<file path="config.mk">
export PLATFORM = sky130hd
export DESIGN_NAME = pipe_stage_reg
export DESIGN_NICKNAME = d
export VERILOG_FILES = /design/src/rtl/pipe_pkg.sv /design/src/rtl/pipe_stage_stats.sv /design/src/rtl/pipe_stage_reg.sv
export SDC_FILE = /design/constraint.sdc
export NUM_CORES = 1
export LEC_CHECK = 0
export CAP_MARGIN = 20
export CORE_MARGIN = 1.5
export CORE_UTILIZATION = 25
export CTS_CLUSTER_DIAMETER = 150
export CTS_CLUSTER_SIZE = 10
export DETAILED_ROUTE_END_ITERATION = 16
export GPL_TIMING_DRIVEN = 0
export RECOVER_POWER = 100
export REMOVE_ABC_BUFFERS = 1
export SYNTH_ARGS = -nofsm -noshare
export SYNTH_HDL_FRONTEND = slang
export SYNTH_SLANG_ARGS = --single-unit
</file>
<file path="constraint.sdc">
create_clock -name clk -period 1.8 [get_ports clk]
set_input_delay 0.36 -clock clk [delete_from_list [all_inputs] [get_ports clk]]
set_output_delay 0.36 -clock clk [all_outputs]
set_load 0.05 [all_outputs]
</file>
<file path="src/rtl/pipe_pkg.sv">
// Shared pipeline definitions: stage payload widths, field offsets and
// the skid-stage state encoding used by pipe_stage_reg.
package pipe_pkg;

  localparam int unsigned IF_ID_W  = 64;
  localparam int unsigned ID_EX_W  = 147;
  localparam int unsigned EX_MEM_W = 107;
  localparam int unsigned MEM_WB_W = 39;

  localparam int unsigned MEM_WB_RESULT_LSB   = 0;
  localparam int unsigned MEM_WB_ADDR_LSB     = 32;
  localparam int unsigned MEM_WB_REGWRITE_BIT = 37;
  localparam int unsigned MEM_WB_MEMTOREG_BIT = 38;

  typedef struct packed {
    logic        memtoreg;
    logic        regwrite;
    logic [4:0]  addr;
    logic [31:0] result;
  } mem_wb_t;

  // {skid_valid, main_valid}
  localparam logic [1:0] ST_EMPTY = 2'b00;
  localparam logic [1:0] ST_ONE   = 2'b01;
  localparam logic [1:0] ST_TWO   = 2'b11;

  function automatic logic [MEM_WB_W-1:0] pack_mem_wb(mem_wb_t f);
    return f;
  endfunction

endpackage

</file>
<file path="src/rtl/pipe_stage_stats.sv">
// Saturating stall / killed-bubble counters for pipe_stage_reg.
// Only instantiated when PIPE_STAGE_REG_STATS_EN is defined.
module pipe_stage_stats (
  input  logic        clk,
  input  logic        rst,
  input  logic        stall,
  input  logic        kill,
  output logic [31:0] stall_cnt,
  output logic [15:0] flush_cnt
);

  always_ff @(posedge clk) begin
    if (!rst) begin
      stall_cnt <= '0;
      flush_cnt <= '0;
    end else begin
      if (stall && stall_cnt != '1)
        stall_cnt <= stall_cnt + 32'd1;
      if (kill && flush_cnt != '1)
        flush_cnt <= flush_cnt + 16'd1;
    end
  end

endmodule

</file>
<file path="src/rtl/pipe_stage_reg.sv">
// Parametrised inter-stage register with 2-entry skid buffer and flush.
// Optional counters enabled by defining PIPE_STAGE_REG_STATS_EN.
module pipe_stage_reg
  import pipe_pkg::*;
#(
  parameter int unsigned        DATA_W       = MEM_WB_W,
  parameter logic [DATA_W-1:0]  RESET_VAL    = '0,
  parameter bit                 CLR_ON_FLUSH = 1'b1
) (
  input  logic              clk,
  input  logic              rst,
  input  logic              flush,
  input  logic              in_valid,
  output logic              in_ready,
  input  logic [DATA_W-1:0] in_data,
  output logic              out_valid,
  input  logic              out_ready,
  output logic [DATA_W-1:0] out_data
`ifdef PIPE_STAGE_REG_STATS_EN
  ,
  output logic [31:0]       stall_cnt,
  output logic [15:0]       flush_cnt
`endif
);

  logic              main_v;
  logic              skid_v;
  logic              rdy_q;
  logic [DATA_W-1:0] main_d;
  logic [DATA_W-1:0] skid_d;
  logic [1:0]        st;
  logic              accept;
  logic              drain;

  assign st     = {skid_v, main_v};
  assign accept = in_valid & rdy_q;
  assign drain  = main_v & out_ready;

  always_ff @(posedge clk) begin
    if (!rst) begin
      main_v <= 1'b0;
      skid_v <= 1'b0;
      rdy_q  <= 1'b1;
      main_d <= RESET_VAL;
      skid_d <= RESET_VAL;
    end else if (flush) begin
      main_v <= 1'b0;
      skid_v <= 1'b0;
      rdy_q  <= 1'b1;
      if (CLR_ON_FLUSH) begin
        main_d <= RESET_VAL;
        skid_d <= RESET_VAL;
      end
    end else begin
      unique case (1'b1)
        st == ST_EMPTY: begin
          if (accept) begin
            main_v <= 1'b1;
            main_d <= in_data;
          end
        end
        st == ST_ONE: begin
          if (accept && drain) begin
            main_d <= in_data;
          end else if (accept) begin
            skid_v <= 1'b1;
            skid_d <= in_data;
            rdy_q  <= 1'b0;
          end else if (drain) begin
            main_v <= 1'b0;
          end
        end
        st == ST_TWO: begin
          if (drain) begin
            main_d <= skid_d;
            skid_v <= 1'b0;
            rdy_q  <= 1'b1;
          end
        end
        default: begin
          main_v <= 1'b0;
          skid_v <= 1'b0;
          rdy_q  <= 1'b1;
        end
      endcase
    end
  end

  assign in_ready  = rdy_q;
  assign out_valid = main_v;
  assign out_data  = main_d;

`ifdef PIPE_STAGE_REG_STATS_EN
  pipe_stage_stats u_stats (
    .clk       (clk),
    .rst       (rst),
    .stall     (main_v & ~out_ready),
    .kill      (flush & main_v),
    .stall_cnt (stall_cnt),
    .flush_cnt (flush_cnt)
  );
`endif

endmodule

</file>
==> run summary, run 1 <==
Among all cell types in the netlist, the one instantiated most often is sky130_fd_sc_hd__dfxtp_1. Adding up every negative setup slack in the final design gives 0 ps. The actual slew at the worst max-slew pin is 955 ps.

The remaining max-slew budget at the tightest pin is 36.3%. Setup repair after global routing left no endpoint under its margin. Detailed placement finished with a half-perimeter wire length of 5800 um. The largest single stage delay on the critical path is 620 ps. The fraction of power spent switching nets came out at 26.1%. The count of antenna-violating nets left after detailed routing is 0. The count of hold buffers inserted by post-cts repair came out at 0.

The remaining routing DRC violations came out at 0. The clock-pin slew on the worst setup and hold paths is 60 ps. Yosys attributes the largest share of cell area to sky130_fd_sc_hd__dfxtp_1 45%, sky130_fd_sc_hd__nand3_1 11%, sky130_fd_sc_hd__a311oi_1 7.1%.

After synthesis, the largest family of logic cells by area is compound AO/OA/AOI/OAI gates. Summed over all layers, the global routing overflow is 0. The XOR/XNOR share of the synthesized area came out at 0%.

The arithmetic-cell share of the synthesized area counting full adders, half adders and majority gates is 0%. The number of global-route vias before repair is 3,617. Setup violations remaining at the end of the flow were counted as 0. The antenna diode count came out at 0. The total wirelength of the detailed-routed design came out at 12,900 um. Per report_power, the sequential group accounts for 42.4% of the total. The count of endpoints failing hold in the final timing report is 0. The maximum fanout along the worst path came out at 25. The layout overhead on the synthesized area is 36.9%. The synthesized netlist occupies a cell area of 3570 sq um. The maximum number of pins on one net before global-route repair came out at 82.

The number of placement rows came out at 43. The worst setup path is captured at a register. The compound-gate portion of the synthesized area came out at 29.9%. At the worst endpoint, the arrival time is 1870 ps.

Counting flops with an async set or reset pin after synthesis yields a share of 0%. The final-report max-slew violation count came to 0. The finished cells cover 4890 sq um. Once placement finished, the instance area stood at 4460 sq um. The per-cell via count in the routed design is 5.56.

The later pin in the worst-skew pair is clocked with a latency of 340 ps. For this design, the slowest cell found on the critical path is sky130_fd_sc_hd__dfxtp_4. The H-tree was split into 3 levels. Clock tree synthesis inserted a total of 9 buffers. The leakage dissipation came out at 0.00179 uW. The post-route fraction of the period consumed by the critical path came out at 94.2%. Of the total power, the clock network draws 43.0%. The cell sitting at the root of the clock tree is a sky130_fd_sc_hd__clkbuf_16. The overall fraction of global-route tracks in use came out at 17.9%. Among cell families on the critical path, the largest total delay comes from flip-flops. The TritonCTS clock tree is done. The count of pins on the block boundary came out at 85. The final critical-path required period came out at 1700 ps. The critical path goes through a21o_4 > and3_1 > buf_4 > a311oi_1.

The launching element type of the critical path is a register. Sorting the synthesized cells by how often they occur yields 81 x sky130_fd_sc_hd__dfxtp_1, 78 x sky130_fd_sc_hd__nand3_1, 41 x sky130_fd_sc_hd__a21oi_1, 40 x sky130_fd_sc_hd__nand2_1, 40 x sky130_fd_sc_hd__o21ai_0. The setup clock skew after layout is 4.99 ps.

The detailed-router iteration count before antenna repair is 5. The fraction of layout cells with a size suffix above 1 is 9.24%. The power density over the cells came out at 902 nW/um^2. The worst setup slack after placement is -946 ps. The number of synthesized flops with an enable pin is 0.

The full die area came out at 15,000 sq um. Once routing completed, OpenROAD measured the worst setup slack at 104 ps. The die width is 123 um. Summed over its instances, the top area cell type makes up 45.4% of the synthesized netlist area. The initial cell density of the core came out at 25.6%. The TritonCTS sink count is 81. The sequential share of the synthesized area is 45.4%. The tool flagged a number of max-cap violations equal to 0. The logic gate share of total power is 14.6%. The run finished with clean final reports.

The area fraction in and, or, nand and nor cells after synthesis came out at 17.1%. The first routing iteration left 335 violations. The analysis attributes to net switching a power of 1150 uW. The final weighted congestion of routability-driven global placement came out at 0.684. The first global-routing pass estimated 20,100 um of wire. The cell taking the most area after synthesis is sky130_fd_sc_hd__dfxtp_1. The worst setup path is of the reg2reg kind. The highest attainable clock frequency is 590 MHz. Synthesis instantiated 25 different standard cells from the library. After technology mapping, the gate count stands at 426. The data required time of the worst path came out at 1980 ps. The peak supply drop came out at 359 uV. The type of the worst min-delay path is reg2reg. The total of flip-flops plus latches after synthesis is 81. After detailed routing, the average wire length per cell comes to 19.3 um. The multiplexer share of the synthesized area came out at 0%. The total via count in the routed design is 3,709. The number of warnings reported in the yosys synthesis log came out at 0. The average cell area after synthesis came out at 8.39 sq um.

The internal power of the cells totals 3260 uW. The floorplan step set the die height to 123 um. The buffers plus inverters on the worst setup path is 1. No sink is reached through more buffers than the 2 on the longest clock path. The number of port buffers is 84.

The most used flip-flop cell after synthesis is sky130_fd_sc_hd__dfxtp_1. The placeable core region came out at 13,900 sq um. The number of nets at the end of the flow is 526. The initial antenna violation count is 0.
through the flow:
step           utilization, %  hold WS [ps]  total power [uW]  instances
3_5_place_dp             32.0           466              2530        636
6_report                 35.1           473              4410        667
2_1_floorplan               -           454              2240        370
3_3_place_gp             31.4           460              2500        634
5_1_grt                  35.1           494              4590        667
4_1_cts                  35.1           475              4460        663
worst register-to-register path: stages, from the launching register on:
cell and delay, ps:
sky130_fd_sc_hd__dfxtp_4 620, sky130_fd_sc_hd__a21o_4 330, sky130_fd_sc_hd__and3_1 290, sky130_fd_sc_hd__buf_4 200, sky130_fd_sc_hd__a311oi_1 100
routing by layer:
layer  track usage, %  share of wire, %
met1             22.3                42
met2             29.4                47
met3             5.76               9.0
met4             5.74               1.4
met5                0                 0
placed cells by master, fill, tap and decap left out, types with 2 or more instances in the layout:
| cell type | n |
|---|---|
| sky130_fd_sc_hd__a21oi_1 | 41 |
| sky130_fd_sc_hd__a311oi_1 | 35 |
| sky130_fd_sc_hd__a311oi_2 | 4 |
| sky130_fd_sc_hd__a31oi_1 | 39 |
| sky130_fd_sc_hd__and3_4 | 2 |
| sky130_fd_sc_hd__buf_12 | 2 |
| sky130_fd_sc_hd__buf_16 | 3 |
| sky130_fd_sc_hd__buf_4 | 2 |
| sky130_fd_sc_hd__buf_8 | 2 |
| sky130_fd_sc_hd__clkbuf_1 | 2 |
| sky130_fd_sc_hd__clkbuf_16 | 9 |
| sky130_fd_sc_hd__clkbuf_8 | 3 |
| sky130_fd_sc_hd__clkdlybuf4s50_1 | 42 |
| sky130_fd_sc_hd__dfxtp_1 | 79 |
| sky130_fd_sc_hd__dfxtp_4 | 2 |
| sky130_fd_sc_hd__dlygate4sd2_1 | 41 |
| sky130_fd_sc_hd__nand2_1 | 39 |
| sky130_fd_sc_hd__nand2b_2 | 4 |
| sky130_fd_sc_hd__nand2b_4 | 4 |
| sky130_fd_sc_hd__nand3_1 | 78 |
| sky130_fd_sc_hd__nor2b_4 | 2 |
| sky130_fd_sc_hd__o21ai_0 | 40 |
state kept, by name, summed over array words and instances (netlist names):
register   flops
skid_v         1
skid_d        39
out_valid      1
in_ready       1
out_data      39
cell families (layout without fill, tap and decap cells):
| kind of cell | count (synthesis) | count (layout) |
|---|---|---|
| AND/OR/NAND/NOR | 127 | 135 |
| buffers and inverters | 57 | 110 |
| AO/OA/AOI/OAI | 161 | 161 |
| flip-flops | 81 | 81 |
final timing paths:
path / cells after the start / to / startpoint / slack [ps]
hold reg to reg: 2 / skid_d[32] / skid_d[32] / 470
setup / recovery: 4 / out_data[18] / skid_v / 100
hold / removal: 2 / skid_d[32] / skid_d[32] / 470
setup reg to reg: 4 / out_data[18] / skid_v / 100
power groups by stage:
stage / sequential [uW] / clock, uW / combinational [uW]
global placement: 1920 / 0 / 585
CTS: 1870 / 1950 / 638
finish: 1870 / 1900 / 644
floorplan: 2050 / 0 / 189
global route: 1880 / 2020 / 685
detailed placement: 1920 / 0 / 608
what timing repair did:
item | 4_1_cts | 5_1_grt
gates cloned | 7 | 1
setup buffers | 4 | 3
setup endpoints to repair | 122 | 46
pin swaps | 1 | 2
resized for setup | 52 | 2
area by class of cell:
| type | instances | area [sq um] |
|---|---|---|
| flip-flops and latches | 81 | 1630 |
| inverters | 1 | 3.75 |
| well taps | 180 | 225 |
| repair buffers | 93 | 958 |
| fillers | 1436 | 9040 |
| clock inverters | 2 | 35.0 |
| clock buffers | 14 | 274 |
| multi-input cells | 296 | 1760 |
No activity file was read; power rests on OpenSTA's default activity.
==> run 2: changes to the inputs <==
- clock period: 1.8 -> 1.4 ns (I/O delays scaled with it)
==> run summary, run 2 (same netlist as run 1, synthesis figures left out) <==
The filler cells instantiated in the layout total 1,392. The fraction of layout cells with a size suffix above 1 came out at 27.8%. The initial cell density of the core came out at 25.6%. The sequential cells in the finished layout cover a total of 1630 sq um.

The number of global-route vias before repair is 3,845. The buffers plus inverters on the worst setup path is 2. The final critical-path required period came out at 1400 ps.

The H-tree was split into 3 levels. For the worst-skew pair, the clock arrives at the later sink with an insertion delay of 340 ps. Measured against its own limit, the worst slew margin works out to 37.6%.

The arrival time at the worst endpoint is 1640 ps. The launching element type of the critical path is a register. In this design, the stage delay of the slowest critical-path cell is 400 ps.

After clock tree synthesis, the clock-pin slew on the worst setup and hold paths is 60 ps. The area growth from synthesis to layout is 55.7%. The final design utilization is 39.9%.

The antenna diode count is 0. The detailed router placed 3,980 vias in this run. The total wirelength of the detailed-routed design is 16,400 um.

The die covers 15,000 sq um. The TritonCTS sink count came out at 81. Setup repair after global routing could not meet its margin everywhere.

The count of endpoints failing hold in the final timing report is 0. The initial DRC count came out at 283. The setup clock skew after layout is 5.31 ps. The first global-routing pass estimated 23,000 um of wire.

The checks that failed: setup timing. Adding up every negative setup slack in the final design gives -2.57 ps. The power density over the cells came out at 1060 nW/um^2. The signal on the critical path passes through buf_12 > nand2b_4 > and3_4 > buf_12 > a311oi_1.

The leakage dissipation came out at 0.00185 uW. At the pin with the least slew margin, the transition time is 935 ps. In this run, CTS created clock tree buffers numbering 9. The peak supply drop came out at 506 uV. In this run the remaining antenna-violating nets after routing total 0. The summed area of non-filler cells in the final layout is 5560 sq um. Routability-driven placement finished with a final weighted congestion of 0.684. The number of port buffers came out at 84.

In this run the standard cell core region covers 13,900 sq um. The multi-input logic area is 2130 sq um. The HPWL after detailed placement is 5800 um. The per-cell via count in the routed design came out at 5.68.

Grouping stages by cell kind, the critical path spends the most delay in flip-flops. The tightest min-delay check is of the reg2reg type. The worst setup slack after placement came out at -1310 ps.

On the critical path, the stage with the largest delay is an instance of sky130_fd_sc_hd__dfxtp_4. The TritonCTS clock tree is done. The max-capacitance violation count is 0. The initial antenna violation count is 0. The remaining routing DRC violations came out at 0. Leaving out fill and tap cells, the most frequent cells in the layout are 78 x sky130_fd_sc_hd__nand3_1, 78 x sky130_fd_sc_hd__dfxtp_1, 41 x sky130_fd_sc_hd__a21oi_1. Setup violations remaining at the end of the flow were counted as 1. The total congestion overflow came out at 0.

By instance count, the cell type seen most on the critical path is sky130_fd_sc_hd__buf_12. For this run, the top clock speed supported by timing is 713 MHz. The number of placement rows came out at 43.

The final worst slack came out at -2.57 ps. The endpoint kind of the worst setup timing path is a register. The overall fraction of global-route tracks in use is 21.2%. The detailed-router iteration count before antenna repair came out at 5. The maximum count of clock buffers along a single path is 2.

The mean routed wirelength per cell is 23.4 um. Data on the critical path is required at its endpoint by 1640 ps. The final-report max-slew violation count is 0. The maximum fanout along the worst path came out at 10.

The placed instance area came out at 4460 sq um. 85 I/O pins were placed. The critical path is of the reg2reg type. In this run the clock root is driven by a sky130_fd_sc_hd__clkbuf_16. The number of nets at the end of the flow is 560. From left edge to right edge, the die measures 123 um. The maximum number of pins on one net before global-route repair is 82. Total power for the finished layout comes to 5880 uW.

After clock tree synthesis, the flow added hold-fix buffers numbering 0. The post-route fraction of the period consumed by the critical path is 100%. The vertical extent of the die is 123 um. The flow ran to the end, but the final reports show violations.
## run 2: cell count changes in the layout (fill, tap and decap cells not counted), sizes merged, moves of 3 or more
cell           previous run  this run
nand2                    40        43
clkdlybuf4s50            42        39
dlygate4sd2              41         3
buf                       9        30
nand2b                    8        13
clkbuf                   14        18
clkdlybuf4s15             1        37
## run 2: repair_timing
item / CTS / global route
buffers inserted: 26 / 1
cloned: 15 / 7
gates resized for setup: 156 / 39
pin swaps: 6 / 9
setup endpoints to repair: 122 / 47
## run 2: worst register-to-register path: cells and delay by family (launching register included)
family / cells / cell delay (ps)
DFF: 1 / 400
and+or+nand+nor: 2 / 390
buffers and inverters: 2 / 290
AOI/OAI and AO/OA: 1 / 220
## run 2: cell type report
cell class                      instances  area share (%)
Clock buffer                           14            4.93
Sequential cell                        81            29.3
Inverter                                1          0.0675
Clock inverter                          2           0.630
Multi-Input combinational cell        310            38.3
Timing Repair Buffer                  113            22.7
Tap cell                              180            4.05
## run 2: where the power goes
| group | internal (uW) | switching, uW |
|---|---|---|
| registers | 2360 | 38.7 |
| logic | 394 | 628 |
| clock network | 1530 | 926 |
## run 2: worst paths after layout
path                                  from           end  slack (ps)  cells after the start
worst max-delay path             out_valid  out_data[16]          -3                      5
worst min-delay path            skid_d[32]    skid_d[32]         470                      2
worst max register to register   out_valid  out_data[16]          -3                      5
worst min register to register  skid_d[32]    skid_d[32]         470                      2
## run 2: layer usage
| layer | vias to the layer above | global-route usage, % | routed length (um) |
|---|---|---|---|
| met5 | - | 0 | 0 |
| met4 | 0 | 6.61 | 399 |
| met3 | 34 | 6.69 | 1550 |
| met2 | 215 | 35.3 | 7740 |
| met1 | 1902 | 26.1 | 6740 |
| li1 | 1829 | - | - |
## run 2: stage by stage
stage | std cells | hold WS, ps
3_5_place_dp | 636 | 466
2_1_floorplan | 370 | 428
3_3_place_gp | 634 | 460
6_report | 701 | 474
5_1_grt | 701 | 494
4_1_cts | 693 | 475
